--- src/rtl/wb_master_engine_if.sv ---
// Signal bundle between the command/response client, wb_master_engine and the Wishbone slave.
// Port names keep their original _i/_o suffixes for drop-in compatibility.
interface wb_master_engine_if #(
  parameter int unsigned ADDR_WIDTH = 16,
  parameter int unsigned DATA_WIDTH = 32,
  parameter int unsigned GRANULE    = 8
);
  localparam int unsigned SEL_WIDTH = DATA_WIDTH / GRANULE;

  logic                  cmd_valid_i;
  logic                  cmd_ready_o;
  logic [1:0]            cmd_op_i;
  logic [ADDR_WIDTH-1:0] cmd_adr_i;
  logic [SEL_WIDTH-1:0]  cmd_sel_i;
  logic [DATA_WIDTH-1:0] cmd_dat_i;

  logic                  rsp_valid_o;
  logic                  rsp_ready_i;
  logic [DATA_WIDTH-1:0] rsp_dat_o;
  logic                  rsp_err_o;

  logic [ADDR_WIDTH-1:0] adr_o;
  logic [SEL_WIDTH-1:0]  sel_o;
  logic [DATA_WIDTH-1:0] dat_o;
  logic                  we_o;
  logic                  cyc_o;
  logic                  stb_o;
  logic [DATA_WIDTH-1:0] dat_i;
  logic                  ack_i;

  modport master (
    input  cmd_valid_i, cmd_op_i, cmd_adr_i, cmd_sel_i, cmd_dat_i, rsp_ready_i, dat_i, ack_i,
    output cmd_ready_o, rsp_valid_o, rsp_dat_o, rsp_err_o,
    output adr_o, sel_o, dat_o, we_o, cyc_o, stb_o
  );

  modport slave (
    output cmd_valid_i, cmd_op_i, cmd_adr_i, cmd_sel_i, cmd_dat_i, rsp_ready_i, dat_i, ack_i,
    input  cmd_ready_o, rsp_valid_o, rsp_dat_o, rsp_err_o,
    input  adr_o, sel_o, dat_o, we_o, cyc_o, stb_o
  );
endinterface

--- src/rtl/wb_master_engine.sv ---
// Wishbone classic-cycle initiator: read, write and read-modify-write with a wait-state timeout.
// Every output is a register loaded from the next-state decode, so no input reaches an output combinationally.
module wb_master_engine #(
  parameter int unsigned ADDR_WIDTH = 16,
  parameter int unsigned DATA_WIDTH = 32,
  parameter int unsigned GRANULE    = 8,
  parameter int unsigned TIMEOUT    = 255
) (
  input  logic              clk_i,
  input  logic              rst_i,
  wb_master_engine_if.master bus
);
  localparam int unsigned SEL_WIDTH = DATA_WIDTH / GRANULE;
  localparam int unsigned CNT_W     = (TIMEOUT > 0) ? $clog2(TIMEOUT + 1) : 1;

  typedef enum logic [2:0] {IDLE, RD, GAP, WR, RESP} state_t;

  state_t                state, state_n;
  logic [1:0]            op_q, op_n;
  logic [ADDR_WIDTH-1:0] adr_q, adr_n;
  logic [SEL_WIDTH-1:0]  sel_q, sel_n;
  logic [DATA_WIDTH-1:0] dat_q, dat_n;
  logic [DATA_WIDTH-1:0] rdat_q, rdat_n;
  logic                  err_q, err_n;
  logic                  ready_q, valid_q, cyc_q, stb_q, we_q;
  logic [CNT_W-1:0]      cnt;
  logic                  timed_out;
  logic                  bus_phase;

  assign bus_phase = (state == RD) || (state == WR);
  assign timed_out = (TIMEOUT != 0) && (cnt == CNT_W'(TIMEOUT));

  always_comb begin
    state_n = state;
    op_n    = op_q;
    adr_n   = adr_q;
    sel_n   = sel_q;
    dat_n   = dat_q;
    rdat_n  = rdat_q;
    err_n   = err_q;
    case (state)
      IDLE: begin
        if (ready_q && bus.cmd_valid_i) begin
          op_n   = bus.cmd_op_i;
          adr_n  = bus.cmd_adr_i;
          sel_n  = bus.cmd_sel_i;
          dat_n  = bus.cmd_dat_i;
          rdat_n = '0;
          err_n  = 1'b0;
          case (bus.cmd_op_i)
            2'd0, 2'd2: state_n = RD;
            2'd1:       state_n = WR;
            default: begin
              state_n = RESP;
              err_n   = 1'b1;
            end
          endcase
        end
      end
      RD: begin
        if (bus.ack_i) begin
          rdat_n  = bus.dat_i;
          state_n = (op_q == 2'd2) ? GAP : RESP;
        end else if (timed_out) begin
          // A read-phase timeout abandons an RMW before its write phase.
          rdat_n  = '0;
          err_n   = 1'b1;
          state_n = RESP;
        end
      end
      GAP: state_n = WR;
      WR: begin
        if (bus.ack_i) begin
          state_n = RESP;
        end else if (timed_out) begin
          rdat_n  = '0;
          err_n   = 1'b1;
          state_n = RESP;
        end
      end
      RESP: begin
        if (bus.rsp_ready_i) state_n = IDLE;
      end
      default: state_n = IDLE;
    endcase
  end

  always_ff @(posedge clk_i or negedge rst_i) begin
    if (!rst_i) begin
      state   <= IDLE;
      op_q    <= '0;
      adr_q   <= '0;
      sel_q   <= '0;
      dat_q   <= '0;
      rdat_q  <= '0;
      err_q   <= 1'b0;
      ready_q <= 1'b0;
      valid_q <= 1'b0;
      cyc_q   <= 1'b0;
      stb_q   <= 1'b0;
      we_q    <= 1'b0;
      cnt     <= '0;
    end else begin
      state   <= state_n;
      op_q    <= op_n;
      adr_q   <= adr_n;
      sel_q   <= sel_n;
      dat_q   <= dat_n;
      rdat_q  <= rdat_n;
      err_q   <= err_n;
      ready_q <= (state_n == IDLE);
      valid_q <= (state_n == RESP);
      cyc_q   <= (state_n == RD) || (state_n == GAP) || (state_n == WR);
      stb_q   <= (state_n == RD) || (state_n == WR);
      we_q    <= (state_n == WR);
      // Cleared outside the strobe phases, so entry into RD or WR always starts from zero.
      if (bus_phase && !bus.ack_i) cnt <= cnt + CNT_W'(1);
      else                         cnt <= '0;
    end
  end

  assign bus.cmd_ready_o = ready_q;
  assign bus.rsp_valid_o = valid_q;
  assign bus.rsp_dat_o   = rdat_q;
  assign bus.rsp_err_o   = err_q;
  assign bus.adr_o       = adr_q;
  assign bus.sel_o       = sel_q;
  assign bus.dat_o       = dat_q;
  assign bus.we_o        = we_q;
  assign bus.cyc_o       = cyc_q;
  assign bus.stb_o       = stb_q;
endmodule

--- src/flat_wrapper.sv ---
// flat-port wrapper written by rule: the top's interface ports become plain ports
module wb_master_engine_flat 
#(
  parameter int unsigned ADDR_WIDTH = 16,
  parameter int unsigned DATA_WIDTH = 32,
  parameter int unsigned GRANULE    = 8,
  parameter int unsigned TIMEOUT    = 255
)
  (clk_i, rst_i, bus_cmd_valid_i, bus_cmd_op_i, bus_cmd_adr_i, bus_cmd_sel_i, bus_cmd_dat_i, bus_rsp_ready_i, bus_dat_i, bus_ack_i, bus_cmd_ready_o, bus_rsp_valid_o, bus_rsp_dat_o, bus_rsp_err_o, bus_adr_o, bus_sel_o, bus_dat_o, bus_we_o, bus_cyc_o, bus_stb_o);
  wb_master_engine_if #(.ADDR_WIDTH(ADDR_WIDTH), .DATA_WIDTH(DATA_WIDTH), .GRANULE(GRANULE)) bus_i ();
  input  logic clk_i;
  input  logic rst_i;
  input wire logic [$bits(bus_i.cmd_valid_i)-1:0] bus_cmd_valid_i;
  input wire logic [$bits(bus_i.cmd_op_i)-1:0] bus_cmd_op_i;
  input wire logic [$bits(bus_i.cmd_adr_i)-1:0] bus_cmd_adr_i;
  input wire logic [$bits(bus_i.cmd_sel_i)-1:0] bus_cmd_sel_i;
  input wire logic [$bits(bus_i.cmd_dat_i)-1:0] bus_cmd_dat_i;
  input wire logic [$bits(bus_i.rsp_ready_i)-1:0] bus_rsp_ready_i;
  input wire logic [$bits(bus_i.dat_i)-1:0] bus_dat_i;
  input wire logic [$bits(bus_i.ack_i)-1:0] bus_ack_i;
  output wire logic [$bits(bus_i.cmd_ready_o)-1:0] bus_cmd_ready_o;
  output wire logic [$bits(bus_i.rsp_valid_o)-1:0] bus_rsp_valid_o;
  output wire logic [$bits(bus_i.rsp_dat_o)-1:0] bus_rsp_dat_o;
  output wire logic [$bits(bus_i.rsp_err_o)-1:0] bus_rsp_err_o;
  output wire logic [$bits(bus_i.adr_o)-1:0] bus_adr_o;
  output wire logic [$bits(bus_i.sel_o)-1:0] bus_sel_o;
  output wire logic [$bits(bus_i.dat_o)-1:0] bus_dat_o;
  output wire logic [$bits(bus_i.we_o)-1:0] bus_we_o;
  output wire logic [$bits(bus_i.cyc_o)-1:0] bus_cyc_o;
  output wire logic [$bits(bus_i.stb_o)-1:0] bus_stb_o;
  assign bus_i.cmd_valid_i = bus_cmd_valid_i;
  assign bus_i.cmd_op_i = bus_cmd_op_i;
  assign bus_i.cmd_adr_i = bus_cmd_adr_i;
  assign bus_i.cmd_sel_i = bus_cmd_sel_i;
  assign bus_i.cmd_dat_i = bus_cmd_dat_i;
  assign bus_i.rsp_ready_i = bus_rsp_ready_i;
  assign bus_i.dat_i = bus_dat_i;
  assign bus_i.ack_i = bus_ack_i;
  assign bus_cmd_ready_o = bus_i.cmd_ready_o;
  assign bus_rsp_valid_o = bus_i.rsp_valid_o;
  assign bus_rsp_dat_o = bus_i.rsp_dat_o;
  assign bus_rsp_err_o = bus_i.rsp_err_o;
  assign bus_adr_o = bus_i.adr_o;
  assign bus_sel_o = bus_i.sel_o;
  assign bus_dat_o = bus_i.dat_o;
  assign bus_we_o = bus_i.we_o;
  assign bus_cyc_o = bus_i.cyc_o;
  assign bus_stb_o = bus_i.stb_o;
  wb_master_engine #(.ADDR_WIDTH(ADDR_WIDTH), .DATA_WIDTH(DATA_WIDTH), .GRANULE(GRANULE), .TIMEOUT(TIMEOUT)) u_core (.clk_i(clk_i), .rst_i(rst_i), .bus(bus_i));
endmodule
--- config.mk ---
export PLATFORM = sky130hd
export DESIGN_NAME = wb_master_engine_flat
export DESIGN_NICKNAME = d
export VERILOG_FILES = /design/src/rtl/wb_master_engine_if.sv /design/src/rtl/wb_master_engine.sv /design/src/flat_wrapper.sv
export SDC_FILE = /design/constraint.sdc
export NUM_CORES = 1
export LEC_CHECK = 0
export CAP_MARGIN = 5
export CORE_ASPECT_RATIO = 0.6
export CORE_UTILIZATION = 42
export CTS_CLUSTER_DIAMETER = 40
export DETAILED_ROUTE_END_ITERATION = 6
export GPL_TIMING_DRIVEN = 1
export PLACE_DENSITY = 0.91
export SETUP_SLACK_MARGIN = 0.4
export SKIP_CTS_REPAIR_TIMING = 1
export SLEW_MARGIN = 20
export SYNTH_ARGS = -nofsm -noshare
export SYNTH_HDL_FRONTEND = slang
export SYNTH_SLANG_ARGS = --single-unit
--- constraint.sdc ---
create_clock -name clk_i -period 2.3 [get_ports clk_i]
set_input_delay 0.46 -clock clk_i [delete_from_list [all_inputs] [get_ports clk_i]]
set_output_delay 0.46 -clock clk_i [all_outputs]
set_load 0.1 [all_outputs]
==> run summary, run 1 <==
Outcome = complete, no violations
Buf/Inv on CP = 2
Multi-input gate area = 0.001304 mm2
Final net count = 539
Root Driver = clkbuf_16
Max-cap viol count = 0
Largest net degree at the start of global routing = 55
Crit-path max cell delay = 0.50 ns
Critical path depth = 5
CP arrival = 2.04 ns
Final global-route overflow total = 0
FILL cells = 660
Vias in the first global route = 2923
Share of layout cells above drive strength 1 = 39.38%
Tightest Pin Transition = 0.4867 ns
Area after DPL = 0.005704 mm2
Drt total wl = 9.588 mm
Post-Synthesis Cells = 265
Top_reg_cell synth = dfrtp_1
Die width = 128.1 um
R2R cell count = 6
Average wire per standard cell = 16.47 um
Routed vias/inst = 5.031
Worst R2R Setup Slack = 0.52 ns
Area grow syn2layout = 50.58%
Final Cell Area = 0.006038 mm2
Worst r2r src = u_core.cnt[0]
Worst-skew pair later-pin latency = 0.34 ns
Boundary Pins = 181
Clock-pin slew on the worst setup and hold paths = 0.07 ns
Critical path fanouts, max = 50
Row cnt = 27
Via count = 2928
Final worst-path cycle share = 79.39%
Core footprint = 0.009223 mm2
Async S/R FF share, synth = 100.0%
Cell Chain, Critical Path = clkdlybuf4s50_1 > nand2_1 > nor4_4 > buf_12 > mux2_2
Top cell family by delay on the critical path = buffers and inverters
Post-synthesis cell type count = 41
First-pass DRT Iterations = 4
Post-Syn Area = 0.004010 mm2
Final hold violation count = 0
Shortest period the worst path allows = 1.826 ns
CP startpoint kind = input pin
Register area = 0.002579 mm2
H-Tree Depth = 3
Port buffer count = 180
CTS tree = built
Post-route DRC = 0
Post-DP HPWL = 6.903 mm
CTS Sinks = 103
HP Class = input pin to asynchronous set/reset pin
RSZ-0062 raised after global routing = yes
Total CTS buffers = 9
RePlAce Congestion = 0.8522
Crit-path slowest cell = clkdlybuf4s50_1
Starting DRC count in detailed routing = 97
GRT Total Usage = 20.03%
Final antenna-violating net count = 0
Global-route wire length before repair = 15.27 mm
FMAX = 547.6 MHz
Clock Path Buffers = 2
Post-synthesis sequential area ratio = 64.27%
# setup viols final = 0
Avg Cell Area, Syn = 15.13 um2
#FFs+latches synth = 103
Chip height = 77.69 um
Antenna Cells = 0
Reg2reg end = u_core.bus.rsp_dat_o[30]
Initial antenna violation count = 0
EDFF count, synth = 0
Initial Util = 43.48%
Syn nets = 357
Final Max Slew Viols = 0
Final Skew = 0.004275 ns
CP endpoint = u_core.bus.dat_o[1]
Setup Crit Path Kind = input pin to register
TNS Setup = 0 ns
CP startpoint = bus_cmd_valid_i
CP Capture Type = register
Worst EP required = 2.52 ns
Die ar. = 0.009956 mm2
Relative slew slack = 67.55%
Ys Warns = 0
[cell families (layout without fill, tap and decap cells)]
kind of cell / count (synthesis) / count (layout) / synth area share (%)
AOI/OAI and AO/OA: 51 / 51 / 10.98
xor gates and xnor gates: 5 / 5 / 1.092
adders and majority gates: 1 / 1 / 0.3120
buffers and inverters: 20 / 207 / 3.713
DFF: 103 / 103 / 64.27
muxes: 53 / 53 / 14.88
and+or+nand+nor: 32 / 32 / 4.743
[placed cells by master, fill, tap and decap left out, types with 2 or more instances in the layout]
| cell | synthesis | routed |
|---|---|---|
| a22o_1 | 32 | 32 |
| a31o_2 | 2 | 2 |
| and2_1 | 2 | 2 |
| and3_1 | 3 | 3 |
| buf_12 | 0 | 3 |
| buf_4 | 2 | 95 |
| bufinv_16 | 0 | 2 |
| clkbuf_16 | 0 | 9 |
| clkdlybuf4s50_1 | 0 | 89 |
| clkinv_2 | 0 | 2 |
| clkinvlp_4 | 0 | 2 |
| dfrtp_1 | 103 | 102 |
| inv_1 | 4 | 4 |
| mux2_2 | 53 | 53 |
| nand2_1 | 6 | 6 |
| nand2b_1 | 3 | 3 |
| nand3_1 | 2 | 2 |
| nor2_1 | 7 | 7 |
| o21ai_0 | 3 | 3 |
| xnor2_1 | 3 | 3 |
| xor2_1 | 2 | 2 |
[synth_stat cells (3+ instances only)]
master / number / area share [%]
dfrtp_1: 103 / 64
mux2_2: 53 / 15
a22o_1: 32 / 7.0
buf_6: 8 / 2.2
nor2_1: 7 / 0.66
nand2_1: 6 / 0.56
buf_2: 5 / 0.62
inv_1: 4 / 0.37
and3_1: 3 / 0.47
nand2b_1: 3 / 0.47
o21ai_0: 3 / 0.37
xnor2_1: 3 / 0.66
[registers in the layout, indices dropped and copies added, names as in the netlist, 2 cells and up]
register              cells
u_core.cnt                8
u_core.bus.adr_o         16
u_core.bus.sel_o          4
u_core.state              3
u_core.bus.rsp_dat_o     32
u_core.op_q               2
u_core.bus.dat_o         32
[final cells by class]
| class | count | share of cell area [%] |
|---|---|---|
| clock buffer | 10 | 3.792 |
| clock inverter | 6 | 1.409 |
| inverter | 4 | 0.2487 |
| multi-input combinational | 142 | 21.59 |
| sequential | 103 | 42.71 |
| tap | 130 | 2.694 |
| timing repair buffer | 187 | 27.56 |
[stage by stage]
step | hold WS [ns] | setup slack [ns] | util [%] | cells
after floorplan | 0.1644 | 0.4106 | - | 265
after global placement | 0.4357 | 0.2435 | 61.85 | 566
after detailed placement | 0.4511 | 0.1652 | 61.85 | 566
after CTS | 0.09609 | 0.5073 | 65.26 | 582
after global routing | 0.1137 | 0.3973 | 65.47 | 582
final | 0.08169 | 0.4740 | 65.47 | 582
[per-layer routing]
| layer | wire, um | share of wire, % | vias to the layer above | GRT usage [%] |
|---|---|---|---|---|
| met2 | 4364 | 46 | 123 | 30.76 |
| met5 | 0 | 0 | - | 0 |
| met1 | 4191 | 44 | 1474 | 26.07 |
| met3 | 955 | 10 | 9 | 8.483 |
| met4 | 78 | 0.81 | 0 | 5.294 |
| li1 | - | - | 1322 | - |
[how the worst min path moves through the flow]
stage / end / depth (start not counted) / start
2_1_floorplan: u_core.bus.adr_o[0] / 0 / rst_i
3_3_place_gp: u_core.cnt[0] / 1 / u_core.cnt[0]
3_5_place_dp: u_core.cnt[0] / 1 / u_core.cnt[0]
4_1_cts: u_core.bus.dat_o[19] / 1 / rst_i
5_1_grt: u_core.bus.dat_o[30] / 1 / rst_i
6_report: u_core.bus.dat_o[30] / 1 / rst_i
Power of run 1 is not shown: default switching activity piles up to over one toggle a cycle in this logic, so the estimate is an artifact.
==> run 2, diff against run 1 <==
- clock period: 2.3 -> 1.8 ns (I/O delays scaled with it)
==> run 2 against run 1 <==
Net effect: the run now ends with negative hold slack left; non-clock buffer count rose by 17; sequential share of layout area fell by 8.5 points; first-iteration DRC count rose by 39%; critical path depth did not move.
==> run summary, run 2 (synthesis results as in run 1) <==
CP arrival = 1.87 ns (was 2.04 ns)
Chip height = 77.69 um (unchanged)
Critical path fanouts, max = 12 (was 50)
Global-route wire length before repair = 17.42 mm (was 15.27 mm)
Setup Crit Path Kind = register to register (was input pin to register)
Final antenna-violating net count = 0 (unchanged)
Via count = 3045 (was 2928)
Root Driver = clkbuf_16 (unchanged)
Area grow syn2layout = 88.58% (was 50.58%)
Initial Util = 43.48% (unchanged)
Worst-skew pair later-pin latency = 0.33 ns (was 0.34 ns)
First-pass DRT Iterations = 4 (unchanged)
HP Class = input pin to asynchronous set/reset pin (unchanged)
Multi-input gate area = 0.001478 mm2 (was 0.001304 mm2)
Initial antenna violation count = 0 (unchanged)
Tightest Pin Transition = 0.4632 ns (was 0.4867 ns)
Max-cap viol count = 0 (unchanged)
Final Skew = 0.005751 ns (was 0.004275 ns)
# setup viols final = 0 (unchanged)
Cell Chain, Critical Path = nand2_4 > nor4_4 > buf_4 > clkbuf_16 > mux2_2 (was clkdlybuf4s50_1 > nand2_1 > nor4_4 > buf_12 > mux2_2)
Worst EP required = 2.02 ns (was 2.52 ns)
Outcome = complete, but fails checks (was complete, no violations)
Relative slew slack = 68.91% (was 67.55%)
Starting DRC count in detailed routing = 135 (was 97)
Violated checks = negative hold slack
RSZ-0062 raised after global routing = yes (unchanged)
FMAX = 607.0 MHz
Total CTS buffers = 9 (unchanged)
H-Tree Depth = 3 (unchanged)
Worst R2R Setup Slack = 0.15 ns (was 0.52 ns)
Final Max Slew Viols = 0 (unchanged)
Final global-route overflow total = 0 (unchanged)
Antenna Cells = 0 (unchanged)
Post-DP HPWL = 8.543 mm (was 6.903 mm)
Core footprint = 0.009223 mm2 (unchanged)
Register area = 0.002584 mm2 (was 0.002579 mm2)
Clock-pin slew on the worst setup and hold paths = 0.06 ns (was 0.07 ns)
Average wire per standard cell = 20.73 um (was 16.47 um)
R2R cell count = 5 (was 6)
Most frequent cells in the layout = dfrtp_1 (100), buf_12 (96), clkdlybuf4s50_1 (88) (was dfrtp_1 (102), buf_4 (95), clkdlybuf4s50_1 (89))
Crit-path max cell delay = 0.44 ns (was 0.50 ns)
RePlAce Congestion = 0.8372 (was 0.8522)
Commonest non-fill, non-tap cell in the layout = dfrtp_1 (unchanged)
Crit-path slowest cell = dfrtp_4 (was clkdlybuf4s50_1)
Worst r2r src = u_core.bus.cmd_ready_o (was u_core.cnt[0])
Boundary Pins = 181 (unchanged)
Shortest period the worst path allows = 1.647 ns
Die width = 128.1 um (unchanged)
Drt total wl = 12.40 mm (was 9.588 mm)
Row cnt = 27 (unchanged)
Reg2reg end = u_core.bus.dat_o[17] (was u_core.bus.rsp_dat_o[30])
Share of layout cells above drive strength 1 = 42.74% (was 39.38%)
Post-route DRC = 0 (unchanged)
Final hold violation count = 29 (was 0)
Port buffer count = 180 (unchanged)
Clock Path Buffers = 2 (unchanged)
Die ar. = 0.009956 mm2 (unchanged)
CP startpoint kind = register (was input pin)
Worst hold margin = -0.02297 ns (was 0.08169 ns)
FILL cells = 471 (was 660)
Final worst-path cycle share = 91.52%
CP Capture Type = register (unchanged)
GRT Total Usage = 23.53% (was 20.03%)
Vias in the first global route = 3215 (was 2923)
CTS tree = built (unchanged)
Routed vias/inst = 5.092 (was 5.031)
Final net count = 556 (was 539)
End-of-flow core utilization = 82.00% (was 65.47%)
Largest net degree at the start of global routing = 34 (was 55)
CTS Sinks = 103 (unchanged)
## run 2: stage by stage
step / TNS, ns / hold slack [ns] / worst slack, ns / std cells / area, um2
floorplan: 0 / 0.06441 / 0.08473 / 265 / 4094
global placement: -7.063 / 0.3370 / -0.1471 / 576 / 7010
detailed placement: -9.272 / 0.3485 / -0.1753 / 576 / 7010
CTS: 0 / -0.01341 / 0.02077 / 591 / 7301
global route: 0 / 0.003313 / 0.07309 / 598 / 7562
finish: 0 / -0.02297 / 0.1527 / 598 / 7562
## run 2: area by class of cell
type / instances / share of cell area, %
timing repair buffer: 204 / 40.11
sequential: 103 / 34.17
multi-input combinational: 142 / 19.54
clock buffer: 12 / 3.259
tap: 130 / 2.151
clock inverter: 3 / 0.5791
inverter: 4 / 0.1985
## run 2: layer usage
metal / up-vias / share of wire (%) / GRT usage (%)
met5: - / 0 / 0
met4: 0 / 1.3 / 6.118
met3: 15 / 9.6 / 10.69
met2: 137 / 50 / 40.05
met1: 1545 / 39 / 26.94
li1: 1348 / - / -
## run 2: how the worst max path moves through the flow
stage / startpoint / endpoint / slack (ns)
2_1_floorplan: u_core.bus.cmd_ready_o / u_core.bus.dat_o[16] / 0.08
3_3_place_gp: bus_cmd_valid_i / u_core.bus.dat_o[31] / -0.15
3_5_place_dp: bus_cmd_valid_i / u_core.bus.dat_o[23] / -0.18
4_1_cts: u_core.cnt[0] / u_core.bus.we_o / 0.02
5_1_grt: bus_cmd_op_i[1] / u_core.bus.cmd_ready_o / 0.07
6_report: u_core.bus.cmd_ready_o / u_core.bus.dat_o[17] / 0.15
## run 2: worst max-delay path, delay by kind of cell, from the launching register on
kind	cells	cell delay [ns]
flip-flops	1	0.44
buffers and inverters	2	0.38
AND/OR/NAND/NOR	2	0.38
multiplexers	1	0.33
Power of run 2 is left out for the same reason.
